$ cat src/rtl/host_trans_controller_if.sv
// ---------------------------------------------------------------------------
// host_trans_controller_if
// Groups the host transaction controller's handshake and status signals.
//   Requests   : transReq, transType[1:0], SOFReq, isoEn
//   Sender     : sendPacketRdy (in), sendPacketWEn / sendPacketPID[3:0] (out)
//   Receiver   : getPacketRdy, RxPID[3:0], CRCError, bitStuffError,
//                RxOverflow, RxTimeOut (in), getPacketREn (out)
//   Status     : transDone, HCStatus[7:0], busy (out)
// slave  : controller side (consumes requests, produces strobes/status)
// master : host/environment side
// ---------------------------------------------------------------------------
interface host_trans_controller_if;
    logic       transReq;
    logic [1:0] transType;
    logic       SOFReq;
    logic       isoEn;
    logic       sendPacketRdy;
    logic       getPacketRdy;
    logic [3:0] RxPID;
    logic       CRCError;
    logic       bitStuffError;
    logic       RxOverflow;
    logic       RxTimeOut;
    logic       sendPacketWEn;
    logic [3:0] sendPacketPID;
    logic       getPacketREn;
    logic       transDone;
    logic [7:0] HCStatus;
    logic       busy;

    modport slave (
        input  transReq, transType, SOFReq, isoEn,
        input  sendPacketRdy, getPacketRdy, RxPID,
        input  CRCError, bitStuffError, RxOverflow, RxTimeOut,
        output sendPacketWEn, sendPacketPID, getPacketREn,
        output transDone, HCStatus, busy
    );

    modport master (
        output transReq, transType, SOFReq, isoEn,
        output sendPacketRdy, getPacketRdy, RxPID,
        output CRCError, bitStuffError, RxOverflow, RxTimeOut,
        input  sendPacketWEn, sendPacketPID, getPacketREn,
        input  transDone, HCStatus, busy
    );
endinterface

$ cat src/rtl/host_trans_controller.sv
// ---------------------------------------------------------------------------
// host_trans_controller
// USB host transaction sequencer: issues a token (SOF/SETUP/IN/OUT), then a
// data packet or a data receive, then a handshake receive or ACK send, and
// reports the outcome in HCStatus with a one-cycle transDone pulse.
// Ports:
//   clk  : clock, all state on rising edge
//   rst  : synchronous active-low reset
//   bus  : host_trans_controller_if.slave (requests, packet sender/receiver
//          handshakes, status outputs)
// All outputs are registered; strobes are derived from the next state so a
// strobe is visible for exactly the one cycle spent in its issuing state.
// ---------------------------------------------------------------------------
module host_trans_controller (
    input  logic                        clk,
    input  logic                        rst,
    host_trans_controller_if.slave      bus
);

    typedef enum logic [3:0] {
        ST_IDLE         = 4'd0,
        ST_TOKEN        = 4'd1,
        ST_TOKEN_WAIT   = 4'd2,
        ST_DATA_TX      = 4'd3,
        ST_DATA_TX_WAIT = 4'd4,
        ST_HS_RX        = 4'd5,
        ST_HS_RX_WAIT   = 4'd6,
        ST_DATA_RX      = 4'd7,
        ST_DATA_RX_WAIT = 4'd8,
        ST_ACK_TX       = 4'd9,
        ST_ACK_TX_WAIT  = 4'd10,
        ST_DONE         = 4'd11
    } state_t;

    localparam logic [1:0] TYPE_SETUP = 2'd0;
    localparam logic [1:0] TYPE_IN    = 2'd1;
    localparam logic [1:0] TYPE_OUT1  = 2'd3;

    localparam logic [3:0] PID_SOF   = 4'h5;
    localparam logic [3:0] PID_SETUP = 4'hD;
    localparam logic [3:0] PID_IN    = 4'h9;
    localparam logic [3:0] PID_OUT   = 4'h1;
    localparam logic [3:0] PID_DATA0 = 4'h3;
    localparam logic [3:0] PID_DATA1 = 4'hB;
    localparam logic [3:0] PID_ACK   = 4'h2;
    localparam logic [3:0] PID_NAK   = 4'hA;
    localparam logic [3:0] PID_STALL = 4'hE;

    // Token PID for a non-SOF transaction of the given type.
    function automatic logic [3:0] token_pid(input logic [1:0] ttype);
        logic [3:0] pid;
        case (ttype)
            TYPE_SETUP: pid = PID_SETUP;
            TYPE_IN:    pid = PID_IN;
            default:    pid = PID_OUT;
        endcase
        return pid;
    endfunction

    // Data PID for an outgoing data packet; only OUT_DATA1 uses DATA1.
    function automatic logic [3:0] data_pid(input logic [1:0] ttype);
        logic [3:0] pid;
        if (ttype == TYPE_OUT1) begin
            pid = PID_DATA1;
        end else begin
            pid = PID_DATA0;
        end
        return pid;
    endfunction

    state_t     state_r;
    state_t     state_s;
    logic [1:0] trans_type_r;
    logic [1:0] trans_type_s;
    logic       iso_en_r;
    logic       iso_en_s;
    logic       sof_r;
    logic       sof_s;
    logic [3:0] send_pid_r;
    logic [3:0] send_pid_s;
    logic [7:0] hc_status_r;
    logic [7:0] hc_status_s;
    logic       send_wen_r;
    logic       get_ren_r;
    logic       trans_done_r;
    logic       busy_r;
    logic       send_wen_s;
    logic       get_ren_s;
    logic       trans_done_s;
    logic       busy_s;
    logic [3:0] rx_flags_s;
    logic       rx_err_s;

    assign rx_flags_s = {bus.RxTimeOut, bus.RxOverflow, bus.bitStuffError, bus.CRCError};
    assign rx_err_s   = |rx_flags_s;

    // Next-state, latched-context and status computation.
    always_comb begin
        state_s      = state_r;
        trans_type_s = trans_type_r;
        iso_en_s     = iso_en_r;
        sof_s        = sof_r;
        send_pid_s   = send_pid_r;
        hc_status_s  = hc_status_r;

        case (state_r)
            ST_IDLE: begin
                // SOF has priority; HCStatus is left alone for SOF.
                if (bus.SOFReq) begin
                    sof_s      = 1'b1;
                    send_pid_s = PID_SOF;
                    state_s    = ST_TOKEN;
                end else if (bus.transReq) begin
                    sof_s        = 1'b0;
                    trans_type_s = bus.transType;
                    iso_en_s     = bus.isoEn;
                    hc_status_s  = 8'h00;
                    send_pid_s   = token_pid(bus.transType);
                    state_s      = ST_TOKEN;
                end else begin
                    state_s = ST_IDLE;
                end
            end

            ST_TOKEN: begin
                state_s = ST_TOKEN_WAIT;
            end

            ST_TOKEN_WAIT: begin
                if (bus.sendPacketRdy) begin
                    if (sof_r) begin
                        state_s = ST_DONE;
                    end else if (trans_type_r == TYPE_IN) begin
                        state_s = ST_DATA_RX;
                    end else begin
                        send_pid_s = data_pid(trans_type_r);
                        state_s    = ST_DATA_TX;
                    end
                end else begin
                    state_s = ST_TOKEN_WAIT;
                end
            end

            ST_DATA_TX: begin
                state_s = ST_DATA_TX_WAIT;
            end

            ST_DATA_TX_WAIT: begin
                if (bus.sendPacketRdy) begin
                    if (iso_en_r) begin
                        state_s = ST_DONE;
                    end else begin
                        state_s = ST_HS_RX;
                    end
                end else begin
                    state_s = ST_DATA_TX_WAIT;
                end
            end

            ST_HS_RX: begin
                state_s = ST_HS_RX_WAIT;
            end

            ST_HS_RX_WAIT: begin
                if (bus.getPacketRdy) begin
                    hc_status_s[3:0] = rx_flags_s;
                    // Any receive error suppresses the handshake flags.
                    if (!rx_err_s) begin
                        case (bus.RxPID)
                            PID_ACK:   hc_status_s[6] = 1'b1;
                            PID_NAK:   hc_status_s[4] = 1'b1;
                            PID_STALL: hc_status_s[5] = 1'b1;
                            default:   hc_status_s[6:4] = hc_status_r[6:4];
                        endcase
                    end else begin
                        hc_status_s[7:4] = hc_status_r[7:4];
                    end
                    state_s = ST_DONE;
                end else begin
                    state_s = ST_HS_RX_WAIT;
                end
            end

            ST_DATA_RX: begin
                state_s = ST_DATA_RX_WAIT;
            end

            ST_DATA_RX_WAIT: begin
                if (bus.getPacketRdy) begin
                    hc_status_s[3:0] = rx_flags_s;
                    if (!rx_err_s && (bus.RxPID == PID_DATA0 || bus.RxPID == PID_DATA1)) begin
                        hc_status_s[7] = (bus.RxPID == PID_DATA1);
                        if (iso_en_r) begin
                            state_s = ST_DONE;
                        end else begin
                            send_pid_s = PID_ACK;
                            state_s    = ST_ACK_TX;
                        end
                    end else if (!rx_err_s && bus.RxPID == PID_NAK) begin
                        hc_status_s[4] = 1'b1;
                        state_s        = ST_DONE;
                    end else if (!rx_err_s && bus.RxPID == PID_STALL) begin
                        hc_status_s[5] = 1'b1;
                        state_s        = ST_DONE;
                    end else begin
                        state_s = ST_DONE;
                    end
                end else begin
                    state_s = ST_DATA_RX_WAIT;
                end
            end

            ST_ACK_TX: begin
                state_s = ST_ACK_TX_WAIT;
            end

            ST_ACK_TX_WAIT: begin
                if (bus.sendPacketRdy) begin
                    state_s = ST_DONE;
                end else begin
                    state_s = ST_ACK_TX_WAIT;
                end
            end

            ST_DONE: begin
                state_s = ST_IDLE;
            end

            default: begin
                state_s = ST_IDLE;
            end
        endcase
    end

    // Output strobes follow the state being entered so they register cleanly.
    always_comb begin
        send_wen_s   = (state_s == ST_TOKEN) || (state_s == ST_DATA_TX) || (state_s == ST_ACK_TX);
        get_ren_s    = (state_s == ST_HS_RX) || (state_s == ST_DATA_RX);
        trans_done_s = (state_s == ST_DONE);
        busy_s       = (state_s != ST_IDLE);
    end

    // State, context and output registers with synchronous active-low reset.
    always_ff @(posedge clk) begin
        if (!rst) begin
            state_r      <= ST_IDLE;
            trans_type_r <= 2'd0;
            iso_en_r     <= 1'b0;
            sof_r        <= 1'b0;
            send_pid_r   <= 4'h0;
            hc_status_r  <= 8'h00;
            send_wen_r   <= 1'b0;
            get_ren_r    <= 1'b0;
            trans_done_r <= 1'b0;
            busy_r       <= 1'b0;
        end else begin
            state_r      <= state_s;
            trans_type_r <= trans_type_s;
            iso_en_r     <= iso_en_s;
            sof_r        <= sof_s;
            send_pid_r   <= send_pid_s;
            hc_status_r  <= hc_status_s;
            send_wen_r   <= send_wen_s;
            get_ren_r    <= get_ren_s;
            trans_done_r <= trans_done_s;
            busy_r       <= busy_s;
        end
    end

    assign bus.sendPacketWEn = send_wen_r;
    assign bus.sendPacketPID = send_pid_r;
    assign bus.getPacketREn  = get_ren_r;
    assign bus.transDone     = trans_done_r;
    assign bus.HCStatus      = hc_status_r;
    assign bus.busy          = busy_r;

endmodule

$ cat src/flat_wrapper.sv
// flat-port wrapper written by rule: the top's interface ports become plain ports
module host_trans_controller_flat 
  (clk, rst, bus_transReq, bus_transType, bus_SOFReq, bus_isoEn, bus_sendPacketRdy, bus_getPacketRdy, bus_RxPID, bus_CRCError, bus_bitStuffError, bus_RxOverflow, bus_RxTimeOut, bus_sendPacketWEn, bus_sendPacketPID, bus_getPacketREn, bus_transDone, bus_HCStatus, bus_busy);
  host_trans_controller_if bus_i ();
  input  logic clk;
  input  logic rst;
  input wire logic [$bits(bus_i.transReq)-1:0] bus_transReq;
  input wire logic [$bits(bus_i.transType)-1:0] bus_transType;
  input wire logic [$bits(bus_i.SOFReq)-1:0] bus_SOFReq;
  input wire logic [$bits(bus_i.isoEn)-1:0] bus_isoEn;
  input wire logic [$bits(bus_i.sendPacketRdy)-1:0] bus_sendPacketRdy;
  input wire logic [$bits(bus_i.getPacketRdy)-1:0] bus_getPacketRdy;
  input wire logic [$bits(bus_i.RxPID)-1:0] bus_RxPID;
  input wire logic [$bits(bus_i.CRCError)-1:0] bus_CRCError;
  input wire logic [$bits(bus_i.bitStuffError)-1:0] bus_bitStuffError;
  input wire logic [$bits(bus_i.RxOverflow)-1:0] bus_RxOverflow;
  input wire logic [$bits(bus_i.RxTimeOut)-1:0] bus_RxTimeOut;
  output wire logic [$bits(bus_i.sendPacketWEn)-1:0] bus_sendPacketWEn;
  output wire logic [$bits(bus_i.sendPacketPID)-1:0] bus_sendPacketPID;
  output wire logic [$bits(bus_i.getPacketREn)-1:0] bus_getPacketREn;
  output wire logic [$bits(bus_i.transDone)-1:0] bus_transDone;
  output wire logic [$bits(bus_i.HCStatus)-1:0] bus_HCStatus;
  output wire logic [$bits(bus_i.busy)-1:0] bus_busy;
  assign bus_i.transReq = bus_transReq;
  assign bus_i.transType = bus_transType;
  assign bus_i.SOFReq = bus_SOFReq;
  assign bus_i.isoEn = bus_isoEn;
  assign bus_i.sendPacketRdy = bus_sendPacketRdy;
  assign bus_i.getPacketRdy = bus_getPacketRdy;
  assign bus_i.RxPID = bus_RxPID;
  assign bus_i.CRCError = bus_CRCError;
  assign bus_i.bitStuffError = bus_bitStuffError;
  assign bus_i.RxOverflow = bus_RxOverflow;
  assign bus_i.RxTimeOut = bus_RxTimeOut;
  assign bus_sendPacketWEn = bus_i.sendPacketWEn;
  assign bus_sendPacketPID = bus_i.sendPacketPID;
  assign bus_getPacketREn = bus_i.getPacketREn;
  assign bus_transDone = bus_i.transDone;
  assign bus_HCStatus = bus_i.HCStatus;
  assign bus_busy = bus_i.busy;
  host_trans_controller u_core (.clk(clk), .rst(rst), .bus(bus_i));
endmodule
$ cat config.mk
export PLATFORM = sky130hd
export DESIGN_NAME = host_trans_controller_flat
export DESIGN_NICKNAME = d
export VERILOG_FILES = /design/src/rtl/host_trans_controller_if.sv /design/src/rtl/host_trans_controller.sv /design/src/flat_wrapper.sv
export SDC_FILE = /design/constraint.sdc
export NUM_CORES = 1
export LEC_CHECK = 0
export ABC_AREA = 1
export CORE_MARGIN = 1
export CORE_UTILIZATION = 53
export CTS_CLUSTER_DIAMETER = 200
export DETAILED_ROUTE_END_ITERATION = 8
export PLACE_DENSITY = 0.84
export SYNTH_ARGS = -nofsm -noshare
export SYNTH_HDL_FRONTEND = slang
export SYNTH_SLANG_ARGS = --single-unit
$ cat constraint.sdc
create_clock -name clk -period 3.08 [get_ports clk]
set_input_delay 0.616 -clock clk [delete_from_list [all_inputs] [get_ports clk]]
set_output_delay 0.616 -clock clk [all_outputs]
set_load 0.01 [all_outputs]
After elaboration in Yosys (flattened, before gate mapping)
Index checks and enable logic that the tools add are counted.

storage, ports and cells
  bits in registers = 24
  output and inout port bits = 16
  word-level logic and storage cells = 126
  input port bits = 17

operators by class
  reductions and logical operators = 25
  bitwise logic cells = 2
  mux-type cells = 43
  equal/unequal tests = 42

operators by type and width
  kind                number
  $mux 4              16
  $pmux 4 s11         1
  $eq 4x4->1 const B  8
  $eq 4x3->1 const B  6
  $ne 2x2->1 const B  12
  $eq 4x2->1 const B  5
  $pmux 6 s3          1
  $mux 8              2
  $mux 1              12
  $pmux 4 s3          1
  $reduce_and 6->1    2
  $ne 2x1->1 const B  5
  $reduce_and 10->1   1
  $reduce_and 9->1    1
  $eq 4x1->1 const B  2
  $pmux 4 s2          1
  $reduce_and 8->1    1
  $mux 7              1
  $mux 2              3
  $mux 3              2
  $mux 6              1
  $reduce_bool 2->1   3
  $reduce_bool 3->1   2
  $reduce_and 5->1    1
  other kinds (15)    22

Longest topological paths before layout
Gate-level depths: netlist of the first run.

  word-level depth = 9
  mapped depth = 10
  gate-level depth less buffers = 10

Worst setup path before layout of the first run
No wires, ideal clock.

  kind = input to register
  start point = in bus_SOFReq
  end point = reg u_core.hc_status_r[0], in the netlist u_core.bus.HCStatus[0]
  stages = 8
  data required time = 2.967 ns
  arrival time = 1.331 ns
  buffers on the path = 0
  setup time = 0.113 ns
  setup slack = 1.636 ns
  cells stage by stage = inv_1 nand2_1 nor2_4 nor2_4 a21oi_4 nand2_1 nand2_1 nor2_1

on the way
  longest elaborated chain between the ends = 2

ends and longest elaborated chain
  element                     RTL line                      source
  from (decl)                 flat_wrapper.sv:9             input wire logic [$bits(bus_i.SOFReq)-1:0] bus_SOFReq;
  $ne 2x2->1 (no line)        n/a
  $reduce_and 5->1 (no line)  n/a
  to (signal assigned)        host_trans_controller.sv:262  hc_status_r <= hc_status_s;
  to (decl)                   host_trans_controller.sv:81   logic [7:0] hc_status_r;

No other way between the ends.
A chain may end at the register's enable or synchronous reset.

Final worst setup path of the first run
  start point = reg u_core.send_pid_r[0], in the netlist u_core.bus.sendPacketPID[0]
  end point = out bus_sendPacketPID[0]

RTL lines
  element                 RTL line                      source
  from (decl)             host_trans_controller.sv:79   logic [3:0] send_pid_r;
  from (signal assigned)  host_trans_controller.sv:261  send_pid_r <= send_pid_s;
  to (decl)               flat_wrapper.sv:19            output wire logic [$bits(bus_i.sendPacketPID)-1:0] bus_sendPacketPID;

No word-level cell between the ends.

==> results of run 1 <==
[sequential cells by signal, indices dropped and copies added, names as in the netlist]
register,cells
u_core.bus.HCStatus,8
u_core.bus.busy,1
u_core.bus.getPacketREn,1
u_core.bus.sendPacketPID,4
u_core.bus.sendPacketWEn,1
u_core.bus.transDone,1
u_core.iso_en_r,1
u_core.sof_r,1
u_core.state_r,4
u_core.trans_type_r,2
[worst max path at each step]
stage                           startpoint                           to  slack [ps]
2_1_floorplan                   bus_SOFReq       u_core.bus.HCStatus[0]        1640
3_3_place_gp                    bus_SOFReq       u_core.bus.HCStatus[3]        1080
4_1_cts             u_core.bus.HCStatus[5]              bus_HCStatus[5]        1230
6_report       u_core.bus.sendPacketPID[0]         bus_sendPacketPID[0]        1230
5_1_grt        u_core.bus.sendPacketPID[0]         bus_sendPacketPID[0]        1170
3_5_place_dp                  bus_RxPID[1]  u_core.bus.sendPacketPID[3]        1030
[placed cells by master (no fill, tap or decap)]
cell type,synthesis,routed
a21oi_1,8,8
a21oi_2,1,1
a21oi_4,1,1
bufinv_16,0,1
clkbuf_4,0,3
clkdlybuf4s50_1,0,32
dfxtp_1,24,24
inv_1,26,26
inv_2,4,4
nand2_1,66,66
nand2_2,3,3
nand2_4,2,2
nand2_8,1,1
nand3_1,20,20
nand4_1,5,5
nor2_1,44,44
nor2_2,4,4
nor2_4,6,6
nor3_1,2,2
o21ai_0,8,8
[layout make-up]
| cell class | instances | area (µm²) | share of cell area, % |
|---|---|---|---|
| Inverter | 30 | 113 | 6.20 |
| Timing Repair Buffer | 32 | 320 | 17.6 |
| Sequential cell | 24 | 480 | 26.4 |
| Clock buffer | 3 | 22.5 | 1.24 |
| Multi-Input combinational cell | 171 | 813 | 44.8 |
| Clock inverter | 1 | 30.0 | 1.65 |
| Tap cell | 30 | 37.5 | 2.07 |
[power groups by stage]
stage | combinational, mW | sequential [mW] | clock, mW
after CTS | 0.479 | 0.417 | 0.236
after global routing | 0.539 | 0.425 | 0.253
after detailed placement | 0.477 | 0.424 | 0
after global placement | 0.471 | 0.424 | 0
after floorplan | 0.289 | 0.443 | 0
final | 0.479 | 0.417 | 0.234
[layer usage]
layer	share of wire [%]	track usage, %	up-vias
li1	-	-	773
met1	46	31.6	625
met2	48	42.1	49
met3	4.9	2.54	8
met4	1.1	7.89	0
met5	0	0	-
[kinds of logic (layout without fill, tap and decap cells)]
family                 count (synthesis)  after routing  share of synthesized area [%]
AOI/OAI and AO/OA                     18             18                           7.43
and+or+nand+nor                      153            153                           50.1
buffers and inverters                 32             66                           8.50
DFF                                   24             24                           34.0
[through the flow]
step	util (%)	worst slack, ps	instances
3_5_place_dp	70.6	1030	287
4_1_cts	72.7	1230	291
5_1_grt	72.7	1170	291
2_1_floorplan	-	1640	227
6_report	72.7	1230	291
3_3_place_gp	70.6	1080	287
==> flow_results.xml, run 1 <==
<?xml version="1.0" encoding="UTF-8"?>
<metrics>
  <group name="run_status">
    <metric name="status" unit="">completed</metric>
  </group>
  <group name="floorplanning">
    <metric name="placementRows" unit="">18</metric>
    <metric name="fp.dieH" unit="µm">53.7</metric>
    <metric name="dieArea" unit="µm²">2880</metric>
    <metric name="die_x" unit="µm">53.7</metric>
    <metric name="floorplan.initialDensity" unit="%">56.6</metric>
    <metric name="boundary_pin_count" unit="">33</metric>
    <metric name="total_core_area" unit="µm²">2500</metric>
  </group>
  <group name="clock_tree">
    <metric name="cts.reportedPaths.clkPinSlew" unit="ps">140</metric>
    <metric name="cts-resized-gates" unit="">0</metric>
    <metric name="cts_buffer_count" unit="">3</metric>
    <metric name="worstSkewPairLatency" unit="ps">320</metric>
    <metric name="clk_path_buf_depth" unit="">2</metric>
    <metric name="clkSinkCount" unit="">24</metric>
    <metric name="clock_tree.root_cell" unit="">clkbuf_4</metric>
    <metric name="postCtsSetupBuffers" unit="">0</metric>
    <metric name="cts_htree_levels" unit="">1</metric>
    <metric name="cts_tree" unit="">done</metric>
    <metric name="cts_hold_repair.buffers" unit="">0</metric>
  </group>
  <group name="finish">
    <metric name="area_growth_from_synthesis_to_final_layout" unit="%">28.5</metric>
    <metric name="design_area_final" unit="µm²">1820</metric>
    <metric name="final_nets" unit="">279</metric>
    <metric name="final.fill_count" unit="">214</metric>
    <metric name="antenna_cells" unit="">0</metric>
    <metric name="drive_gt1_share" unit="%">9.96</metric>
  </group>
  <group name="synth">
    <metric name="yosysWarnings" unit="">0</metric>
    <metric name="netlist-cell-type-count" unit="">18</metric>
    <metric name="synth.top_cells.by_area" unit="">dfxtp_1 34%, nand2_1 18%, nor2_1 12%</metric>
    <metric name="netlist_area" unit="µm²">1410</metric>
    <metric name="synth_nets" unit="">244</metric>
    <metric name="async_flop_share" unit="%">0</metric>
    <metric name="post_synthesis_average_cell_area" unit="µm²">6.23</metric>
    <metric name="post-synth-top-count-cell" unit="">nand2_1</metric>
    <metric name="postSynth.topFlopCell" unit="">dfxtp_1</metric>
    <metric name="syn-instance-count" unit="">227</metric>
    <metric name="synth_common_cells" unit="">66 x nand2_1, 44 x nor2_1, 26 x inv_1, 24 x dfxtp_1, 20 x nand3_1</metric>
    <metric name="synth-seq-cells" unit="">24</metric>
    <metric name="synth_top_cell_by_area" unit="">dfxtp_1</metric>
    <metric name="synth-edff-count" unit="">0</metric>
    <metric name="seq_area_frac_synth" unit="%">34.0</metric>
    <metric name="synthDominantCellAreaShare" unit="%">34.0</metric>
  </group>
  <group name="pwr">
    <metric name="reported_leakage_power" unit="nW">0.858</metric>
    <metric name="p_seq_share" unit="%">36.9</metric>
    <metric name="cellPowerDensity" unit="nW/µm²">622</metric>
    <metric name="total_power" unit="mW">1.13</metric>
    <metric name="proportion_of_total_power_due_to_net_switching" unit="%">37.0</metric>
    <metric name="ir_worst_vdd" unit="mV">0.468</metric>
    <metric name="internal_power" unit="µW">712</metric>
    <metric name="clock_power_share" unit="%">20.7</metric>
    <metric name="p_switching" unit="µW">418</metric>
    <metric name="power_frac_comb" unit="%">42.3</metric>
  </group>
  <group name="global_route">
    <metric name="number_of_global_route_vias_before_repair" unit="">1232</metric>
    <metric name="globalRouteOverflowTotal" unit="">0</metric>
    <metric name="grtUsageTotal" unit="%">24.4</metric>
    <metric name="grt_pass1_wl" unit="mm">5.02</metric>
    <metric name="number_of_antenna_violations_at_the_first_check_in_global_routing" unit="">0</metric>
    <metric name="pin_count_of_the_biggest_net_entering_global_routing" unit="">18</metric>
  </group>
  <group name="critical_path">
    <metric name="worstSetupPathType" unit="">reg2out</metric>
    <metric name="cp_data_required_time" unit="ps">2460</metric>
    <metric name="worst_r2r_startpoint" unit="">u_core.state_r[3]</metric>
    <metric name="rrSetupSlack" unit="ps">1540</metric>
    <metric name="path_max_fanout" unit="">2</metric>
    <metric name="cp_slowest_stage_delay" unit="ps">540</metric>
    <metric name="worstRegToRegCells" unit="">9</metric>
    <metric name="cp-start-kind" unit="">register</metric>
    <metric name="worstReg2RegEnd" unit="">u_core.bus.sendPacketPID[3]</metric>
    <metric name="arr_time_crit_path" unit="ps">1230</metric>
    <metric name="cp_num_buf_inv" unit="">1</metric>
    <metric name="critical-path-top-delay-family" unit="">buffers and inverters</metric>
    <metric name="path_cells" unit="">clkdlybuf4s50_1</metric>
    <metric name="worst_path_max_delay_cell" unit="">clkdlybuf4s50_1</metric>
    <metric name="type_of_destination_of_the_critical_path" unit="">output port</metric>
    <metric name="crit_cells" unit="">1</metric>
  </group>
  <group name="hold_path">
    <metric name="timing.hold.worst_path_depth" unit="">2</metric>
    <metric name="holdCritStartpoint" unit="">u_core.trans_type_r[1]</metric>
    <metric name="min_path_type" unit="">reg2reg</metric>
    <metric name="worst_hold_path.endpoint" unit="">u_core.trans_type_r[1]</metric>
  </group>
  <group name="timing">
    <metric name="finalSetupTns" unit="ps">0</metric>
    <metric name="hold_ws" unit="ps">478</metric>
    <metric name="final_min_period_over_clock_period" unit="%">60.1</metric>
    <metric name="setup_violations" unit="">0</metric>
    <metric name="worst_pin_slew" unit="ps">626</metric>
    <metric name="slew_headroom" unit="%">58.1</metric>
    <metric name="timing_max_transition_violations_final" unit="">0</metric>
    <metric name="timing.clock.skew" unit="ps">4.29</metric>
    <metric name="max_freq" unit="GHz">0.541</metric>
    <metric name="min_period" unit="ps">1850</metric>
    <metric name="grt_setup_unrepaired" unit="">false</metric>
    <metric name="hold_fails_final_rpt" unit="">0</metric>
  </group>
  <group name="place">
    <metric name="place_hpwl" unit="mm">2.42</metric>
    <metric name="i_o_buffers" unit="">32</metric>
    <metric name="placedInstanceArea" unit="µm²">1760</metric>
    <metric name="routabilityCongestion" unit="">0.939</metric>
  </group>
  <group name="detailed_routing">
    <metric name="drtAntennaViolNets" unit="">0</metric>
    <metric name="drt-wirelength-per-cell" unit="µm">10.6</metric>
    <metric name="dr_total_vias" unit="">1455</metric>
    <metric name="route.detailed.vias_per_inst" unit="">5.00</metric>
    <metric name="drt_iter0_drc" unit="">46</metric>
    <metric name="routed_wl" unit="mm">3.07</metric>
    <metric name="drt_pre_antenna_iters" unit="">4</metric>
    <metric name="drc" unit="">0</metric>
  </group>
  <group name="flow_run">
    <metric name="timing.max_cap.violations" unit="">0</metric>
  </group>
</metrics>
No activity file was read; power rests on OpenSTA's default activity.
==> run 2: changes to the inputs <==
Settings changed: CORE_UTILIZATION 53 to 49, PLACE_DENSITY 0.84 to 0.79.
Clock period 3.08 ns to 1.75 ns, I/O delays scaled along.
==> flow_results.xml, run 2 (synthesis results as in run 1) <==
<?xml version="1.0" encoding="UTF-8"?>
<metrics>
  <group name="run_status">
    <metric name="status" unit="">completed</metric>
  </group>
  <group name="detailed_routing">
    <metric name="dr_total_vias" unit="">1472</metric>
    <metric name="drt_iter0_drc" unit="">53</metric>
    <metric name="route.detailed.vias_per_inst" unit="">4.96</metric>
    <metric name="drc" unit="">0</metric>
    <metric name="drtAntennaViolNets" unit="">0</metric>
    <metric name="drt-wirelength-per-cell" unit="µm">10.9</metric>
    <metric name="routed_wl" unit="mm">3.24</metric>
    <metric name="drt_pre_antenna_iters" unit="">4</metric>
  </group>
  <group name="place">
    <metric name="routabilityCongestion" unit="">0.849</metric>
    <metric name="place_inst" unit="">293</metric>
    <metric name="i_o_buffers" unit="">32</metric>
    <metric name="place_hpwl" unit="mm">2.57</metric>
  </group>
  <group name="hold_path">
    <metric name="timing.hold.worst_path_depth" unit="">2</metric>
    <metric name="min_path_type" unit="">reg2reg</metric>
  </group>
  <group name="clock_tree">
    <metric name="cts_hold_repair.buffers" unit="">0</metric>
    <metric name="clkSinkCount" unit="">24</metric>
    <metric name="cts.reportedPaths.clkPinSlew" unit="ps">140</metric>
    <metric name="cts_tree" unit="">done</metric>
    <metric name="cts_htree_levels" unit="">1</metric>
    <metric name="cts_buffer_count" unit="">3</metric>
    <metric name="worstSkewPairLatency" unit="ps">320</metric>
    <metric name="clk_path_buf_depth" unit="">2</metric>
    <metric name="clock_tree.root_cell" unit="">clkbuf_4</metric>
  </group>
  <group name="critical_path">
    <metric name="crit_end" unit="">bus_HCStatus[1]</metric>
    <metric name="crit_cells" unit="">1</metric>
    <metric name="cp_num_buf_inv" unit="">1</metric>
    <metric name="arr_time_crit_path" unit="ps">1230</metric>
    <metric name="worst_r2r_startpoint" unit="">u_core.state_r[2]</metric>
    <metric name="critical-path-top-delay-family" unit="">buffers and inverters</metric>
    <metric name="worstRegToRegCells" unit="">10</metric>
    <metric name="worstSetupPathType" unit="">reg2out</metric>
    <metric name="cp_slowest_stage_delay" unit="ps">540</metric>
    <metric name="cp_data_required_time" unit="ps">1400</metric>
    <metric name="type_of_destination_of_the_critical_path" unit="">output port</metric>
    <metric name="rrSetupSlack" unit="ps">250</metric>
    <metric name="path_cells" unit="">clkdlybuf4s50_1</metric>
    <metric name="worstReg2RegEnd" unit="">u_core.bus.sendPacketPID[3]</metric>
    <metric name="worst_path_max_delay_cell" unit="">clkdlybuf4s50_1</metric>
    <metric name="cp-start-kind" unit="">register</metric>
    <metric name="path_max_fanout" unit="">2</metric>
    <metric name="critPathLaunch" unit="">u_core.bus.HCStatus[1]</metric>
  </group>
  <group name="finish">
    <metric name="antenna_cells" unit="">0</metric>
    <metric name="drive_gt1_share" unit="%">12.0</metric>
    <metric name="final.fill_count" unit="">270</metric>
    <metric name="fin_cells" unit="">297</metric>
    <metric name="flip_flop_count_of_the_largest_register_all_copies_and_words_added" unit="">8</metric>
    <metric name="layout_common_cells" unit="">66 x nand2_1, 44 x nor2_1, 32 x clkdlybuf4s50_1, 26 x inv_1, 23 x dfxtp_1</metric>
    <metric name="final_nets" unit="">284</metric>
    <metric name="mostFrequentLayoutCell" unit="">nand2_1</metric>
    <metric name="area_growth_from_synthesis_to_final_layout" unit="%">30.2</metric>
  </group>
  <group name="pwr">
    <metric name="reported_leakage_power" unit="nW">0.876</metric>
    <metric name="cellPowerDensity" unit="nW/µm²">1030</metric>
    <metric name="ir_worst_vdd" unit="mV">0.861</metric>
    <metric name="total_power" unit="mW">1.89</metric>
  </group>
  <group name="timing">
    <metric name="setup_violations" unit="">0</metric>
    <metric name="slew_headroom" unit="%">74.0</metric>
    <metric name="timing_max_transition_violations_final" unit="">0</metric>
    <metric name="final_min_period_over_clock_period" unit="%">90.1</metric>
    <metric name="worst_pin_slew" unit="ps">389</metric>
    <metric name="timing.clock.skew" unit="ps">11.1</metric>
    <metric name="min_period" unit="ps">1580</metric>
    <metric name="hold_ws" unit="ps">474</metric>
    <metric name="hold_fails_final_rpt" unit="">0</metric>
    <metric name="finalSetupTns" unit="ps">0</metric>
    <metric name="max_freq" unit="GHz">0.635</metric>
    <metric name="grt_setup_unrepaired" unit="">false</metric>
  </group>
  <group name="floorplanning">
    <metric name="dieArea" unit="µm²">3100</metric>
    <metric name="total_core_area" unit="µm²">2730</metric>
    <metric name="fp.dieH" unit="µm">55.7</metric>
    <metric name="floorplan.initialDensity" unit="%">51.7</metric>
    <metric name="die_x" unit="µm">55.7</metric>
    <metric name="boundary_pin_count" unit="">33</metric>
    <metric name="placementRows" unit="">19</metric>
  </group>
  <group name="global_route">
    <metric name="number_of_global_route_vias_before_repair" unit="">1313</metric>
    <metric name="pin_count_of_the_biggest_net_entering_global_routing" unit="">14</metric>
    <metric name="globalRouteOverflowTotal" unit="">0</metric>
    <metric name="number_of_antenna_violations_at_the_first_check_in_global_routing" unit="">0</metric>
    <metric name="grt_pass1_wl" unit="mm">5.60</metric>
    <metric name="grtUsageTotal" unit="%">22.5</metric>
  </group>
  <group name="flow_run">
    <metric name="timing.max_cap.violations" unit="">0</metric>
  </group>
</metrics>
[run 2: changes by cell type in the layout (fill, tap and decap cells not counted)]
cell       previous run  this run
buf_4                 0         5
bufinv_16             1         0
clkbuf_8              0         1
dfxtp_1              24        23
dfxtp_2               0         1
[run 2: report_power, final]
group | internal [mW] | leakage, nW | switching (mW)
registers | 0.659 | 0.198 | 0.0768
clock network | 0.127 | 0.0210 | 0.173
logic | 0.372 | 0.657 | 0.483
[run 2: routing by layer]
layer  track usage (%)  wire length, µm
met5                 0                0
met2              35.3             1420
met4              8.21               60
met1              31.3             1620
met3              3.49              140
[run 2: repair_timing]
item	CTS	global route
gates resized for setup	0	1
endpoints found under the setup margin	0	1
setup buffers	0	0
[run 2: how the worst min path moves through the flow]
stage	startpoint	endpoint
2_1_floorplan	u_core.trans_type_r[1]	u_core.trans_type_r[1]
3_3_place_gp	u_core.bus.HCStatus[4]	u_core.bus.HCStatus[4]
3_5_place_dp	u_core.bus.HCStatus[4]	u_core.bus.HCStatus[4]
4_1_cts	u_core.bus.HCStatus[4]	u_core.bus.HCStatus[4]
5_1_grt	u_core.trans_type_r[1]	u_core.trans_type_r[1]
6_report	u_core.bus.HCStatus[4]	u_core.bus.HCStatus[4]
[run 2: stage by stage]
stage	utilization (%)	cell area, µm²	setup slack [ps]
4_1_cts	67.3	1840	166
6_report	67.3	1840	174
3_3_place_gp	65.9	1800	3.51
3_5_place_dp	65.9	1800	-19.2
2_1_floorplan	-	1410	427
5_1_grt	67.3	1840	58.3
[run 2: area by class of cell]
cell class / instances / area [µm²] / share of cell area (%)
Multi-Input combinational cell: 171 / 813 / 44.2
Sequential cell: 24 / 482 / 26.2
Timing Repair Buffer: 37 / 358 / 19.4
Inverter: 30 / 113 / 6.12
Tap cell: 31 / 38.8 / 2.11
Clock buffer: 4 / 36.3 / 1.97
==> run 3: changes to the inputs <==
Settings changed: CORE_UTILIZATION 49 to 55, DONT_BUFFER_PORTS set to 1, GPL_TIMING_DRIVEN set to 1, PLACE_DENSITY 0.79 to 0.7.
==> flow_results.xml, run 3 (synthesis results as in run 1) <==
<?xml version="1.0" encoding="UTF-8"?>
<metrics>
  <group name="place">
    <metric name="routabilityCongestion" unit="">0.913</metric>
    <metric name="i_o_buffers" unit="">0</metric>
    <metric name="place_hpwl" unit="mm">2.45</metric>
  </group>
  <group name="global_route">
    <metric name="number_of_antenna_violations_at_the_first_check_in_global_routing" unit="">0</metric>
    <metric name="met1_track_demand_over_resource" unit="%">30.4</metric>
    <metric name="use_met3" unit="%">3.19</metric>
    <metric name="grtUsageTotal" unit="%">25.0</metric>
    <metric name="grt_pass1_wl" unit="mm">5.10</metric>
    <metric name="globalRouteOverflowTotal" unit="">0</metric>
    <metric name="global_route.usage.met2" unit="%">44.9</metric>
    <metric name="pin_count_of_the_biggest_net_entering_global_routing" unit="">18</metric>
    <metric name="number_of_global_route_vias_before_repair" unit="">1285</metric>
    <metric name="grt-busiest-layer" unit="">met2</metric>
  </group>
  <group name="detailed_routing">
    <metric name="drt-wirelength-per-cell" unit="µm">11.9</metric>
    <metric name="drt_iter0_drc" unit="">34</metric>
    <metric name="drtAntennaViolNets" unit="">0</metric>
    <metric name="dr_total_vias" unit="">1368</metric>
    <metric name="routed_wl" unit="mm">3.09</metric>
    <metric name="drc" unit="">0</metric>
    <metric name="route.detailed.vias_per_inst" unit="">5.28</metric>
    <metric name="drt_pre_antenna_iters" unit="">4</metric>
  </group>
  <group name="timing">
    <metric name="timing_max_transition_violations_final" unit="">0</metric>
    <metric name="min_period" unit="ps">1540</metric>
    <metric name="final_min_period_over_clock_period" unit="%">88.2</metric>
    <metric name="timing.clock.skew" unit="ps">11.7</metric>
    <metric name="setup_violations" unit="">0</metric>
    <metric name="max_freq" unit="GHz">0.648</metric>
    <metric name="finalSetupTns" unit="ps">0</metric>
    <metric name="slew_headroom" unit="%">79.6</metric>
    <metric name="grt_setup_unrepaired" unit="">false</metric>
    <metric name="worst_pin_slew" unit="ps">306</metric>
    <metric name="hold_ws" unit="ps">117</metric>
    <metric name="hold_fails_final_rpt" unit="">0</metric>
  </group>
  <group name="run_status">
    <metric name="status" unit="">completed</metric>
  </group>
  <group name="clock_tree">
    <metric name="worstSkewPairLatency" unit="ps">320</metric>
    <metric name="cts.reportedPaths.clkPinSlew" unit="ps">150</metric>
    <metric name="clkSinkCount" unit="">24</metric>
    <metric name="clk_path_buf_depth" unit="">2</metric>
    <metric name="postCtsSetupBuffers" unit="">0</metric>
    <metric name="clock_tree.root_cell" unit="">clkbuf_4</metric>
    <metric name="cts_hold_repair.buffers" unit="">0</metric>
    <metric name="cts_tree" unit="">done</metric>
    <metric name="cts_htree_levels" unit="">1</metric>
    <metric name="cts_buffer_count" unit="">3</metric>
    <metric name="cts-resized-gates" unit="">0</metric>
  </group>
  <group name="finish">
    <metric name="antenna_cells" unit="">0</metric>
    <metric name="final_nets" unit="">247</metric>
    <metric name="drive_gt1_share" unit="%">11.4</metric>
    <metric name="flip_flop_count_of_the_largest_register_all_copies_and_words_added" unit="">8</metric>
    <metric name="layout_common_cells" unit="">66 x nand2_1, 44 x nor2_1, 26 x inv_1, 24 x dfxtp_1, 20 x nand3_1</metric>
    <metric name="mostFrequentLayoutCell" unit="">nand2_1</metric>
    <metric name="area_growth_from_synthesis_to_final_layout" unit="%">5.84</metric>
  </group>
  <group name="critical_path">
    <metric name="rrSetupSlack" unit="ps">210</metric>
    <metric name="arr_time_crit_path" unit="ps">1770</metric>
    <metric name="critPathLaunch" unit="">u_core.state_r[0]</metric>
    <metric name="path_max_fanout" unit="">9</metric>
    <metric name="type_of_destination_of_the_critical_path" unit="">register</metric>
    <metric name="cp_data_required_time" unit="ps">1980</metric>
    <metric name="worst_r2r_startpoint" unit="">u_core.state_r[0]</metric>
    <metric name="cp-start-kind" unit="">register</metric>
    <metric name="worstSetupPathType" unit="">reg2reg</metric>
  </group>
  <group name="floorplanning">
    <metric name="floorplan.initialDensity" unit="%">57.6</metric>
    <metric name="fp.dieH" unit="µm">52.7</metric>
    <metric name="placementRows" unit="">18</metric>
    <metric name="dieArea" unit="µm²">2780</metric>
    <metric name="boundary_pin_count" unit="">33</metric>
    <metric name="total_core_area" unit="µm²">2450</metric>
    <metric name="die_x" unit="µm">52.7</metric>
  </group>
  <group name="pwr">
    <metric name="ir_worst_vdd" unit="mV">0.639</metric>
    <metric name="reported_leakage_power" unit="nW">0.738</metric>
    <metric name="cellPowerDensity" unit="nW/µm²">1200</metric>
  </group>
  <group name="hold_path">
    <metric name="holdCritStartpoint" unit="">rst</metric>
    <metric name="min_path_type" unit="">in2reg</metric>
  </group>
  <group name="flow_run">
    <metric name="timing.max_cap.violations" unit="">0</metric>
  </group>
</metrics>
[run 3: final cells by class]
class	count	area, µm²
multi-input cells	171	813
fillers	246	958
well taps	30	37.5
inverters	30	113
clock buffers	3	22.5
clock inverters	1	30.0
flip-flops and latches	24	480
[run 3: power breakdown]
part	internal, mW	switching, mW
clock	0.231	0.176
sequential	0.659	0.125
combinational	0.203	0.398
[run 3: through the flow]
step                power [mW]  util, %  instances  area [µm²]  setup slack, ps
floorplan                 1.29        -        227        1410              427
global placement          1.38     58.8        255        1440              238
detailed placement        1.40     58.8        255        1440              250
CTS                       1.80     61.0        259        1500              219
global route              1.91     61.0        259        1500             75.0
finish                    1.79     61.0        259        1500              206
[run 3: path summary, 6_finish.rpt]
check | end | depth (start not counted)
max | u_core.bus.HCStatus[3] | 8
min | u_core.state_r[3] | 2
max reg2reg | u_core.bus.HCStatus[3] | 8
min reg2reg | u_core.trans_type_r[1] | 2
[run 3: layer usage]
layer / share of wire, % / vias up / wire, µm
met5: 0 / - / 0
met2: 49 / 44 / 1520
met1: 44 / 611 / 1360
li1: - / 709 / -
met3: 6.0 / 4 / 187
met4: 0.87 / 0 / 27
[run 3: critical path, stage by stage, from the launching register on]
cell,delay [ps]
dfxtp_1,420
nor2_4,230
nand2_2,140
nor2_4,170
nor2_4,60
a21oi_4,230
nand2_1,90
nand2_1,70
nor2_1,40
